### src/rtl/dmem_responder.sv
// rtl/dmem_responder.sv - data-memory request responder between memory stage and RAM port
// Optional REQ-state timeout abort enabled by defining DMEM_TIMEOUT_EN.
module dmem_responder #(
   parameter int ADDR_W  = 32,
   parameter int DATA_W  = 32,
   parameter int TIMEOUT = 255
) (
   input  logic              CLK,
   input  logic              RST,
   input  logic              dREN,
   input  logic              dWEN,
   input  logic [ADDR_W-1:0] daddr,
   input  logic [DATA_W-1:0] dstore,
   output logic              dhit,
   output logic [DATA_W-1:0] dload,
   output logic              derr,
   output logic              busy,
   output logic              ramREN,
   output logic              ramWEN,
   output logic [ADDR_W-1:0] ramaddr,
   output logic [DATA_W-1:0] ramstore,
   input  logic [DATA_W-1:0] ramload,
   input  logic              ramready
);

   typedef enum logic [1:0] {S_IDLE, S_REQ, S_RESP, S_ERR} state_t;

   state_t            r_state;
   logic              r_ren;
   logic              r_wen;
   logic [ADDR_W-1:0] r_addr;
   logic [DATA_W-1:0] r_data;
   logic              r_stale;
   logic              r_dhit;
   logic              r_derr;
   logic [DATA_W-1:0] r_dload;
   logic              r_ram_ren;
   logic              r_ram_wen;

   logic w_req;
   logic w_same;
   logic w_accept;
   logic w_bad;

   // A completed request stays stale until the requester drops it or changes op/address.
   assign w_req    = dREN | dWEN;
   assign w_same   = (daddr == r_addr) && (dREN == r_ren) && (dWEN == r_wen);
   assign w_accept = w_req && !(r_stale && w_same);
   assign w_bad    = (dREN & dWEN) | (daddr[1:0] != 2'b00);

`ifdef DMEM_TIMEOUT_EN
   localparam int CNT_W = ($clog2(TIMEOUT + 1) > 8) ? $clog2(TIMEOUT + 1) : 8;
   logic [CNT_W-1:0] r_cnt;
`else
   logic w_unused_timeout;
   assign w_unused_timeout = (TIMEOUT > 0);
`endif

   always_ff @(posedge CLK or posedge RST) begin
      if (RST) begin
         r_state   <= S_IDLE;
         r_ren     <= 1'b0;
         r_wen     <= 1'b0;
         r_addr    <= '0;
         r_data    <= '0;
         r_stale   <= 1'b0;
         r_dhit    <= 1'b0;
         r_derr    <= 1'b0;
         r_dload   <= '0;
         r_ram_ren <= 1'b0;
         r_ram_wen <= 1'b0;
`ifdef DMEM_TIMEOUT_EN
         r_cnt     <= '0;
`endif
      end else begin
         r_dhit <= 1'b0;
         r_derr <= 1'b0;
         case (r_state)
            S_IDLE: begin
               if (!w_req || !w_same) r_stale <= 1'b0;
               if (w_accept) begin
                  r_ren  <= dREN;
                  r_wen  <= dWEN;
                  r_addr <= daddr;
                  r_data <= dstore;
                  if (w_bad) begin
                     r_state <= S_ERR;
                     r_derr  <= 1'b1;
                  end else begin
                     r_state   <= S_REQ;
                     r_ram_ren <= dREN;
                     r_ram_wen <= dWEN;
`ifdef DMEM_TIMEOUT_EN
                     r_cnt     <= '0;
`endif
                  end
               end
            end
            S_REQ: begin
               if (ramready) begin
                  r_ram_ren <= 1'b0;
                  r_ram_wen <= 1'b0;
                  r_dhit    <= 1'b1;
                  r_state   <= S_RESP;
                  if (r_ren) r_dload <= ramload;
               end
`ifdef DMEM_TIMEOUT_EN
               // ramready on the limit cycle takes the branch above and completes normally.
               else if (r_cnt == CNT_W'(TIMEOUT - 1)) begin
                  r_ram_ren <= 1'b0;
                  r_ram_wen <= 1'b0;
                  r_derr    <= 1'b1;
                  r_state   <= S_ERR;
               end else begin
                  r_cnt <= r_cnt + 1'b1;
               end
`endif
            end
            S_RESP, S_ERR: begin
               r_state <= S_IDLE;
               r_stale <= 1'b1;
            end
            default: r_state <= S_IDLE;
         endcase
      end
   end

   assign dhit     = r_dhit;
   assign derr     = r_derr;
   assign dload    = r_dload;
   assign busy     = (r_state != S_IDLE);
   assign ramREN   = r_ram_ren;
   assign ramWEN   = r_ram_wen;
   assign ramaddr  = r_addr;
   assign ramstore = r_data;

endmodule

### config.mk
export PLATFORM = sky130hd
export DESIGN_NAME = dmem_responder
export DESIGN_NICKNAME = d
export VERILOG_FILES = /design/src/rtl/dmem_responder.sv
export SDC_FILE = /design/constraint.sdc
export NUM_CORES = 1
export LEC_CHECK = 0
export BUFFER_PORTS_ARGS = -buffer_cell sky130_fd_sc_hd__buf_4
export CORE_MARGIN = 3
export CORE_UTILIZATION = 39
export CTS_CLUSTER_SIZE = 20
export DETAILED_ROUTE_END_ITERATION = 8
export GPL_TIMING_DRIVEN = 0
export PLACE_DENSITY = 0.64
export SYNTH_ARGS = -nofsm -noshare
export SYNTH_HDL_FRONTEND = slang
export SYNTH_SLANG_ARGS = --single-unit
### constraint.sdc
create_clock -name CLK -period 3.7 [get_ports CLK]
set_input_delay 0.185 -clock CLK [delete_from_list [all_inputs] [get_ports CLK]]
set_output_delay 0.185 -clock CLK [all_outputs]
set_load 0.01 [all_outputs]
==> flow_metrics.tcl, run 1 <==
set metrics [dict create \
    dr.pass1.iters 4 \
    ys.flop_type "dfrtp_1" \
    n_antenna_cell 0 \
    tritoncts "yes" \
    die_y_um 116 \
    htreeDepth 3 \
    cpMaxStageDelayCell "or4_4" \
    drv_slew 0 \
    crit_chain "xor2_1, or4_4, nor3_2, nand4_1, nor2b_4, buf_12, buf_12, mux2_4" \
    pin_count 202 \
    area_delta_synth_final_pct 43.3 \
    critPathLaunch "ramaddr[17]$_DFFE_PP0P_" \
    skew_ns 0.00437 \
    synth_top_area_cell "dfrtp_1" \
    place_ws_ns 1.13 \
    grt_overflow_total 0 \
    hpwl_um 8490 \
    powerDensity_nw_per_um2 905 \
    leakagePower_uw 0.00323 \
    clk_pin_slew_ns 0.07 \
    die_area_um2 13400 \
    setup_viol_count_final 0 \
    path_buf_inv 2 \
    track_usage_pct 16.6 \
    critical_path.max_fanout 10 \
    cts_setup_buffers 0 \
    synthTopCellsByArea "dfrtp_1 (56%), mux2_4 (16%), mux2_2 (11%)" \
    vias 3240 \
    grt_pass1_vias 3266 \
    wirelength_um 11200 \
    core_area_um2 11600 \
    netlist_area_um2 4680 \
    gp_congestion 0.746 \
    final_nets 617 \
    hold_ws_ns 0.0710 \
    post_cts_resized 0 \
    hold_start "dstore[27]" \
    postRouteAntennaNets 0 \
    status "finished, final reports clean" \
    synth_top_area_share_pct 56.1 \
    arrival_ns 2.71 \
    synth_most_common_cell "dfrtp_1" \
    max-cap-violations 0 \
    slowest_delay_ns 0.53 \
    cp_common_cell "buf_12" \
    synth.distinct_cells 35 \
    hold_viol 0 \
    avgSynthCellArea_um2 15.4 \
    syn_nets 405 \
    antenna_found_initial 1 \
    clkLatencyLatePin_ns 0.34 \
    drive_gt1_share_pct 62.6 \
    avgRoutedWirePerCell_um 16.8 \
    regArea_um2 2630 \
    fillers 946 \
    netlist_instances 304 \
    worstSetupPathType "reg -> reg" \
    max_freq_mhz 402 \
    async_flop_share_pct 100 \
    cts_root_buf "clkbuf_16" \
    die_w_um 116 \
    hp-class "in -> reg" \
    grt_start_max_net_pins 61 \
    multi_input_area_um2 1880 \
    synth_edf_count 0 \
    min_period_ns 2.49 \
    setup_tns_ns 0 \
    synth_seq_area_share_pct 56.1 \
    critPathLaunchType "flip-flop" \
    required_ns 3.92 \
    drt_iter0_drc 119 \
    cp_top_family "simple AND/OR/NAND/NOR gates" \
    timing.final.crit_share_pct 67.3 \
    synth_common_cells "dfrtp_1 (105), mux2_4 (49), mux2_2 (47), xnor2_1 (22), xor2_1 (9)" \
    via_per_inst 4.88 \
    r2r-start "ramaddr[17]$_DFFE_PP0P_" \
    clockBufferDepth 2 \
    ys_seq_elements 105 \
    cts.sinks 105 \
    cts_hold_buffers 1 \
    remaining_drc_errors 0 \
    yosys_warnings 0 \
    end_kind "flip-flop" \
    port_buffers 199 \
    tightest_slew_ns 1.05 \
    rows 39 \
    cts_buffers 9 \
    ir_drop_mv 0.405 \
    slew_headroom_pct 28.0 \
    grt_pass1_wl_um 17100 \
    rsz0062_at_grt "no" \
    initial_core_util_pct 40.5 \
    final.setup.worst_slack_ns 1.21 \
]
-- cell usage in the layout (no fill, tap or decap), drive strengths merged --
master / instances
bufinv: 1
xnor2: 22
a22o: 4
o41ai: 2
dfrtp: 105
xor2: 9
a2111oi: 1
a21o: 1
or2: 2
nand3: 2
clkbuf: 14
nor4: 4
or4: 2
and3b: 1
nand2: 7
a21oi: 1
mux2: 96
nand4: 8
o21ai: 4
a31o: 2
nand4b: 1
nor2b: 1
nor3b: 2
o221ai: 1
buf: 210
dlygate4sd3: 1
inv: 9
nand2b: 1
nor2: 2
and2: 1
clkinv: 2
nor3: 2
-- final timing paths --
| check | end | slack [ns] | cells after the start |
|---|---|---|---|
| setup / recovery | ramstore[1]$_DFFE_PP0P_ | 1.21 | 8 |
| hold / removal | ramstore[27]$_DFFE_PP0P_ | 0.07 | 2 |
| setup reg to reg | ramstore[1]$_DFFE_PP0P_ | 1.21 | 8 |
| hold reg to reg | dload[18]$_DFFE_PP0P_ | 0.51 | 1 |
| max in group asynchronous | ramaddr[26]$_DFFE_PP0P_ | 2.51 | 4 |
| min in group asynchronous | dload[7]$_DFFE_PP0P_ | 0.48 | 3 |
-- per-layer routing --
metal	GRT usage [%]	up-vias	routed length, um
li1	-	1509	-
met1	22.8	1579	4920
met2	24.8	136	5100
met3	5.33	14	1010
met4	5.87	2	142
met5	0	-	16
-- stage by stage --
| stage | area (um^2) | instances | utilization [%] | total power (uW) |
|---|---|---|---|---|
| after floorplan | 4680 | 304 | - | 3840 |
| after global placement | 6350 | 646 | 54.9 | 5070 |
| after detailed placement | 6380 | 647 | 55.2 | 5130 |
| after CTS | 6710 | 664 | 58.0 | 6160 |
| after global routing | 6710 | 664 | 58.0 | 6450 |
| final | 6710 | 664 | 58.0 | 6070 |
-- flip-flops by register name, indices dropped and copies added, names as in the netlist --
| register | flops |
|---|---|
| r_ren | 1 |
| r_wen | 1 |
| dhit | 1 |
| ramWEN | 1 |
| ramstore | 32 |
| dload | 32 |
| ramREN | 1 |
| r_state | 2 |
| derr | 1 |
| ramaddr | 32 |
| r_stale | 1 |
-- report_power, final --
group | internal, uW | switching, uW
clock | 581 | 420
combinational | 1800 | 1120
sequential | 1740 | 409
total | 4120 | 1950
-- cell families after synthesis --
| family | after synthesis | synth area share, % |
|---|---|---|
| multiplexers | 96 | 27.0 |
| buffers and inverters | 20 | 3.71 |
| XOR/XNOR | 31 | 5.80 |
| AND/OR/NAND/NOR | 36 | 4.78 |
| flip-flops | 105 | 56.1 |
| AO/OA/AOI/OAI | 16 | 2.57 |
-- layout make-up --
type	count	share of cell area (%)
Buffer	12	2.14
Clock inverter	4	0.727
Sequential cell	105	39.2
Inverter	8	0.485
Timing Repair Buffer	201	22.8
Multi-Input combinational cell	179	28.0
Tap cell	143	2.67
Clock buffer	12	3.97
No activity file was read; power rests on OpenSTA's default activity.
==> run 2, diff against run 1 <==
==> constraint.sdc (replaced) <==
create_clock -name CLK -period 2.4 [get_ports CLK]
set_input_delay 0.12 -clock CLK [delete_from_list [all_inputs] [get_ports CLK]]
set_output_delay 0.12 -clock CLK [all_outputs]
set_load 0.01 [all_outputs]
==> run 2 against run 1 <==
Compared with the run above:
- sequential share of layout area down 4.1 points
- utilization is 6.8 points higher
- first-iteration DRC count up 51%
- highest routed layer is now met4
- critical endpoint unchanged
- clock-buffer cell count fell by 2
- hold slack lost 0.058 ns
- clock skew up 0.0049 ns
- clock power is 50% higher
- final cell count is 11% higher
- register-to-register slack worse by 1.1 ns
- non-clock buffer count grew 76
- power rose by 57%
==> flow_metrics.tcl, run 2 (synthesis gave the netlist of run 1 again) <==
set metrics [dict create \
    initial_core_util_pct 40.5 \
    cp.depth 8 \
    pin_count 202 \
    slew_headroom_pct 52.0 \
    avgRoutedWirePerCell_um 16.8 \
    area_delta_synth_final_pct 60.2 \
    drt_iter0_drc 180 \
    tightest_slew_ns 0.718 \
    grt_start_max_net_pins 39 \
    hold_ws_ns 0.0128 \
    hold_viol 0 \
    vias 3508 \
    n_antenna_cell 0 \
    fillers 873 \
    cp_top_family "simple AND/OR/NAND/NOR gates" \
    powerDensity_nw_per_um2 1270 \
    wirelength_um 12400 \
    worstSetupPathType "reg -> reg" \
    cts_buffers 9 \
    max-cap-violations 0 \
    die_y_um 116 \
    die_area_um2 13400 \
    core_area_um2 11600 \
    hpwl_um 8710 \
    place_area_um2 6430 \
    grt_pass1_wl_um 19200 \
    grt_pass1_vias 3696 \
    power_uw 9550 \
    antenna_found_initial 0 \
    cts_root_buf "clkbuf_16" \
    track_usage_pct 18.5 \
    dr.pass1.iters 4 \
    drv_slew 0 \
    cpMaxStageDelayCell "or4_4" \
    tritoncts "yes" \
    final_nets 693 \
    mostFrequentLayoutCell "buf_4" \
    hp-class "in -> reg" \
    rows 39 \
    hold_depth 2 \
    grt_overflow_total 0 \
    timing.final.crit_share_pct 97.3 \
    setup_viol_count_final 0 \
    cp_common_cell "buf_12" \
    finalInstanceArea_um2 7500 \
    critPathLaunchType "flip-flop" \
    clkLatencyLatePin_ns 0.35 \
    end_kind "flip-flop" \
    reg2reg_depth 8 \
    clk_pin_slew_ns 0.07 \
    leakagePower_uw 0.00357 \
    crit_chain "xor2_1, or4_4, nor3_4, nand4_1, nor2b_4, buf_12, buf_12, mux2_4" \
    remaining_drc_errors 0 \
    cts.sinks 105 \
    rsz0062_at_grt "yes" \
    min_period_ns 2.34 \
    dp_cells 649 \
    required_ns 2.63 \
    final_util_pct 64.9 \
    finalNonFillerCells 740 \
    via_per_inst 4.74 \
    gp_congestion 0.757 \
    slowest_delay_ns 0.53 \
    status "finished, final reports clean" \
    postRouteAntennaNets 0 \
    max_freq_mhz 428 \
    ir_drop_mv 0.690 \
    port_buffers 199 \
    skew_ns 0.00929 \
    htreeDepth 3 \
    arrival_ns 2.56 \
    clockBufferDepth 2 \
    drive_gt1_share_pct 56.1 \
    critical_path.max_fanout 10 \
    path_buf_inv 2 \
    final_cell_mix "buf_4 (203), dfrtp_1 (104), dlygate4sd3_1 (70), mux2_4 (49), mux2_2 (47)" \
    die_w_um 116 \
]
## run 2: final cells by class
| cell class | count | area [um^2] | share of cell area (%) |
|---|---|---|---|
| multi-input cells | 179 | 1890 | 25.3 |
| flip-flops and latches | 105 | 2630 | 35.0 |
| clock inverters | 6 | 66.3 | 0.884 |
| plain buffers | 12 | 144 | 1.92 |
| repair buffers | 277 | 2320 | 30.9 |
| well taps | 143 | 179 | 2.38 |
| clock buffers | 10 | 239 | 3.19 |
| inverters | 8 | 33.8 | 0.450 |
## run 2: path summary, 6_finish.rpt
check | start | to | slack (ns)
min | ramload[0] | dload[0]$_DFFE_PP0P_ | 0.01
max | ramaddr[4]$_DFFE_PP0P_ | ramstore[1]$_DFFE_PP0P_ | 0.06
max in group asynchronous | RST | ramaddr[13]$_DFFE_PP0P_ | 1.04
min in group asynchronous | RST | dload[1]$_DFFE_PP0P_ | 0.38
min reg2reg | r_stale$_DFFE_PP0P_ | r_stale$_DFFE_PP0P_ | 0.50
max reg2reg | ramaddr[4]$_DFFE_PP0P_ | ramstore[1]$_DFFE_PP0P_ | 0.06
## run 2: metal layers
metal	wire length (um)	vias up	track usage, %
li1	-	1649	-
met1	5150	1713	22.8
met2	6080	134	30.9
met3	1070	12	7.15
met4	138	0	4.38
met5	0	-	0
## run 2: report_power, final
part | internal (uW) | switching (uW)
Combinational | 2910 | 1820
Clock | 841 | 661
Sequential | 2680 | 641
## run 2: timing repair
action / 4_1_cts / 5_1_grt
resized for setup: 1 / 3
endpoints found under the hold margin: 84 / 7
hold buffers: 63 / 7
cloned: 0 / 1
buffers inserted: 3 / 1
endpoints found under the setup margin: 60 / 62
pin swaps: 1 / 1
## run 2: stage by stage
stage | setup TNS [ns] | setup WS [ns]
after global routing | -0.0326 | -0.00759
after detailed placement | -3.93 | -0.0905
after CTS | 0 | 0.0127
after floorplan | 0 | 0.0819
final | 0 | 0.0644
after global placement | -2.62 | -0.0575
==> run 3, diff against run 2 <==
--- a/config.mk
+++ b/config.mk
@@ -6,12 +6,12 @@
 export NUM_CORES = 1
 export LEC_CHECK = 0
 export BUFFER_PORTS_ARGS = -buffer_cell sky130_fd_sc_hd__buf_4
-export CORE_MARGIN = 3
 export CORE_UTILIZATION = 39
 export CTS_CLUSTER_SIZE = 20
 export DETAILED_ROUTE_END_ITERATION = 8
 export GPL_TIMING_DRIVEN = 0
 export PLACE_DENSITY = 0.64
+export RECOVER_POWER = 100
 export SYNTH_ARGS = -nofsm -noshare
 export SYNTH_HDL_FRONTEND = slang
 export SYNTH_SLANG_ARGS = --single-unit
==> run 3 against run 2 <==
Compared with the run above:
- the flow now finishes with violations (design-rule violations, max-capacitance violations, max-slew violations)
- via count down 1.3%
- cell area down 6.5%
- die area down 6.8%
- critical path type unchanged
- largest cell class unchanged
- largest power group unchanged
- highest routed layer unchanged
==> flow_metrics.tcl, run 3 (synthesis gave the netlist of run 1 again) <==
set metrics [dict create \
    status "finished, violations left" \
    violations "design-rule violations, max-capacitance violations, max-slew violations" \
    via_per_inst 4.75 \
    antenna_found_initial 0 \
    initial_core_util_pct 40.5 \
    die_w_um 112 \
    power_report.internal_total_uw 5850 \
    grt_pass1_vias 3740 \
    seq_power_share_pct 37.1 \
    remaining_drc_errors 16 \
    dr.pass1.iters 6 \
    hold_depth 2 \
    pin_count 202 \
    critical_path.max_fanout 10 \
    setup_viol_count_final 0 \
    critPathLaunchType "flip-flop" \
    dp_cells 648 \
    reg2reg_depth 8 \
    rsz0062_at_grt "yes" \
    tightest_slew_ns 1.72 \
    avgRoutedWirePerCell_um 16.4 \
    die_area_um2 12400 \
    clkLatencyLatePin_ns 0.35 \
    htreeDepth 3 \
    final_nets 683 \
    max-cap-violations 1 \
    cts_root_buf "clkbuf_16" \
    postRouteAntennaNets 0 \
    final_cell_mix "dfrtp_1 (105), buf_4 (102), clkbuf_1 (101), dlygate4sd3_1 (63), mux2_4 (49)" \
    wirelength_um 11900 \
    clockBufferDepth 2 \
    die_y_um 112 \
    cts_buffers 9 \
    setup_tns_ns 0 \
    timing.final.crit_share_pct 97.4 \
    rows 39 \
    end_kind "flip-flop" \
    slew_headroom_pct -15.1 \
    p_sw_uw 3040 \
    ir_drop_mv 0.680 \
    powerDensity_nw_per_um2 1270 \
    skew_ns 0.00849 \
    drv_slew 36 \
    finalNonFillerCells 728 \
    drt_iter0_drc 212 \
    vias 3461 \
    min_period_ns 2.34 \
    gp_congestion 0.775 \
    n_antenna_cell 0 \
    tritoncts "yes" \
    final_util_pct 60.7 \
    leakagePower_uw 0.00316 \
    max_freq_mhz 428 \
    core_area_um2 11600 \
    arrival_ns 2.57 \
    port_buffers 199 \
    grt_pass1_wl_um 19200 \
    required_ns 2.63 \
    hp-class "in -> reg" \
    worstSetupPathType "reg -> reg" \
    hpwl_um 8270 \
    area_delta_synth_final_pct 49.8 \
    clk_pin_slew_ns 0.07 \
    drive_gt1_share_pct 39.5 \
    track_usage_pct 20.1 \
    sw_frac_of_total_pct 34.2 \
    share_comb_of_total_power_pct 45.2 \
    mostFrequentLayoutCell "dfrtp_1" \
    hold_viol 0 \
    grt_start_max_net_pins 42 \
    cts.sinks 105 \
    pwr-share-clk_pct 17.7 \
    grt_overflow_total 0 \
]
==> run 3: cell count changes in the layout (fill, tap and decap cells not counted), sizes merged <==
cell         before  now
bufinv            1    2
inv               8    7
clkbuf           13  113
dlygate4sd3      70   63
buf             216  114
clkinv            4    1
==> run 3: what timing repair did <==
item,4_1_cts,5_1_grt
pin swaps,1,0
resized for setup,2,2
hold endpoints to repair,95,2
hold buffers,61,2
setup buffers,2,1
setup endpoints to repair,60,62
==> run 3: metal layers <==
layer | track usage, % | vias to the layer above | share of wire [%]
met2 | 34.8 | 125 | 51
li1 | - | 1627 | -
met1 | 23.5 | 1707 | 42
met5 | 0 | - | 0
met4 | 5.14 | 0 | 0.35
met3 | 7.51 | 2 | 7.2
==> run 3: power groups by stage <==
| stage | Sequential (uW) | Clock (uW) | Combinational [uW] |
|---|---|---|---|
| after floorplan | 3670 | 0 | 2260 |
| after detailed placement | 3340 | 0 | 4550 |
| after global placement | 3290 | 0 | 4490 |
| after global routing | 3420 | 1710 | 4320 |
| final | 3300 | 1570 | 4020 |
| after CTS | 3320 | 1630 | 4690 |
==> run 3: per-stage QoR <==
step | hold slack (ns) | power [uW] | worst slack, ns | area (um^2)
after global routing | 0.000772 | 9450 | -0.0652 | 7020
after detailed placement | 0.327 | 7890 | -0.0819 | 6400
final | 0.0162 | 8880 | 0.0614 | 7020
after floorplan | 0.268 | 5920 | 0.0819 | 4690
after global placement | 0.351 | 7780 | -0.0575 | 6360
after CTS | 0.000147 | 9640 | 0.0299 | 7350
==> run 3: layout make-up <==
class | instances | area [um^2]
clock inverters | 3 | 65.1
multi-input cells | 179 | 1900
inverters | 8 | 31.3
plain buffers | 12 | 144
flip-flops and latches | 105 | 2630
well taps | 143 | 179
fillers | 1000 | 4550
repair buffers | 267 | 1820
clock buffers | 11 | 253
==> run 3: worst max-delay path, stage by stage (launching register included) <==
cell     delay, ns
dfrtp_1       0.39
xor2_1        0.17
or4_4         0.55
nor3_4        0.14
nand4_1       0.16
nor2b_4       0.19
buf_12        0.17
buf_12        0.15
mux2_4        0.29
==> run 3: path summary, 6_finish.rpt <==
| path | startpoint | endpoint | slack (ns) |
|---|---|---|---|
| worst min-delay path | dstore[0] | ramstore[0]$_DFFE_PP0P_ | 0.02 |
| min in group asynchronous | RST | dload[3]$_DFFE_PP0P_ | 0.75 |
| max in group asynchronous | RST | ramaddr[2]$_DFFE_PP0P_ | 0.79 |
| worst max register to register | ramaddr[17]$_DFFE_PP0P_ | ramaddr[13]$_DFFE_PP0P_ | 0.06 |
| worst max-delay path | ramaddr[17]$_DFFE_PP0P_ | ramaddr[13]$_DFFE_PP0P_ | 0.06 |
| worst min register to register | dload[13]$_DFFE_PP0P_ | dload[13]$_DFFE_PP0P_ | 0.51 |
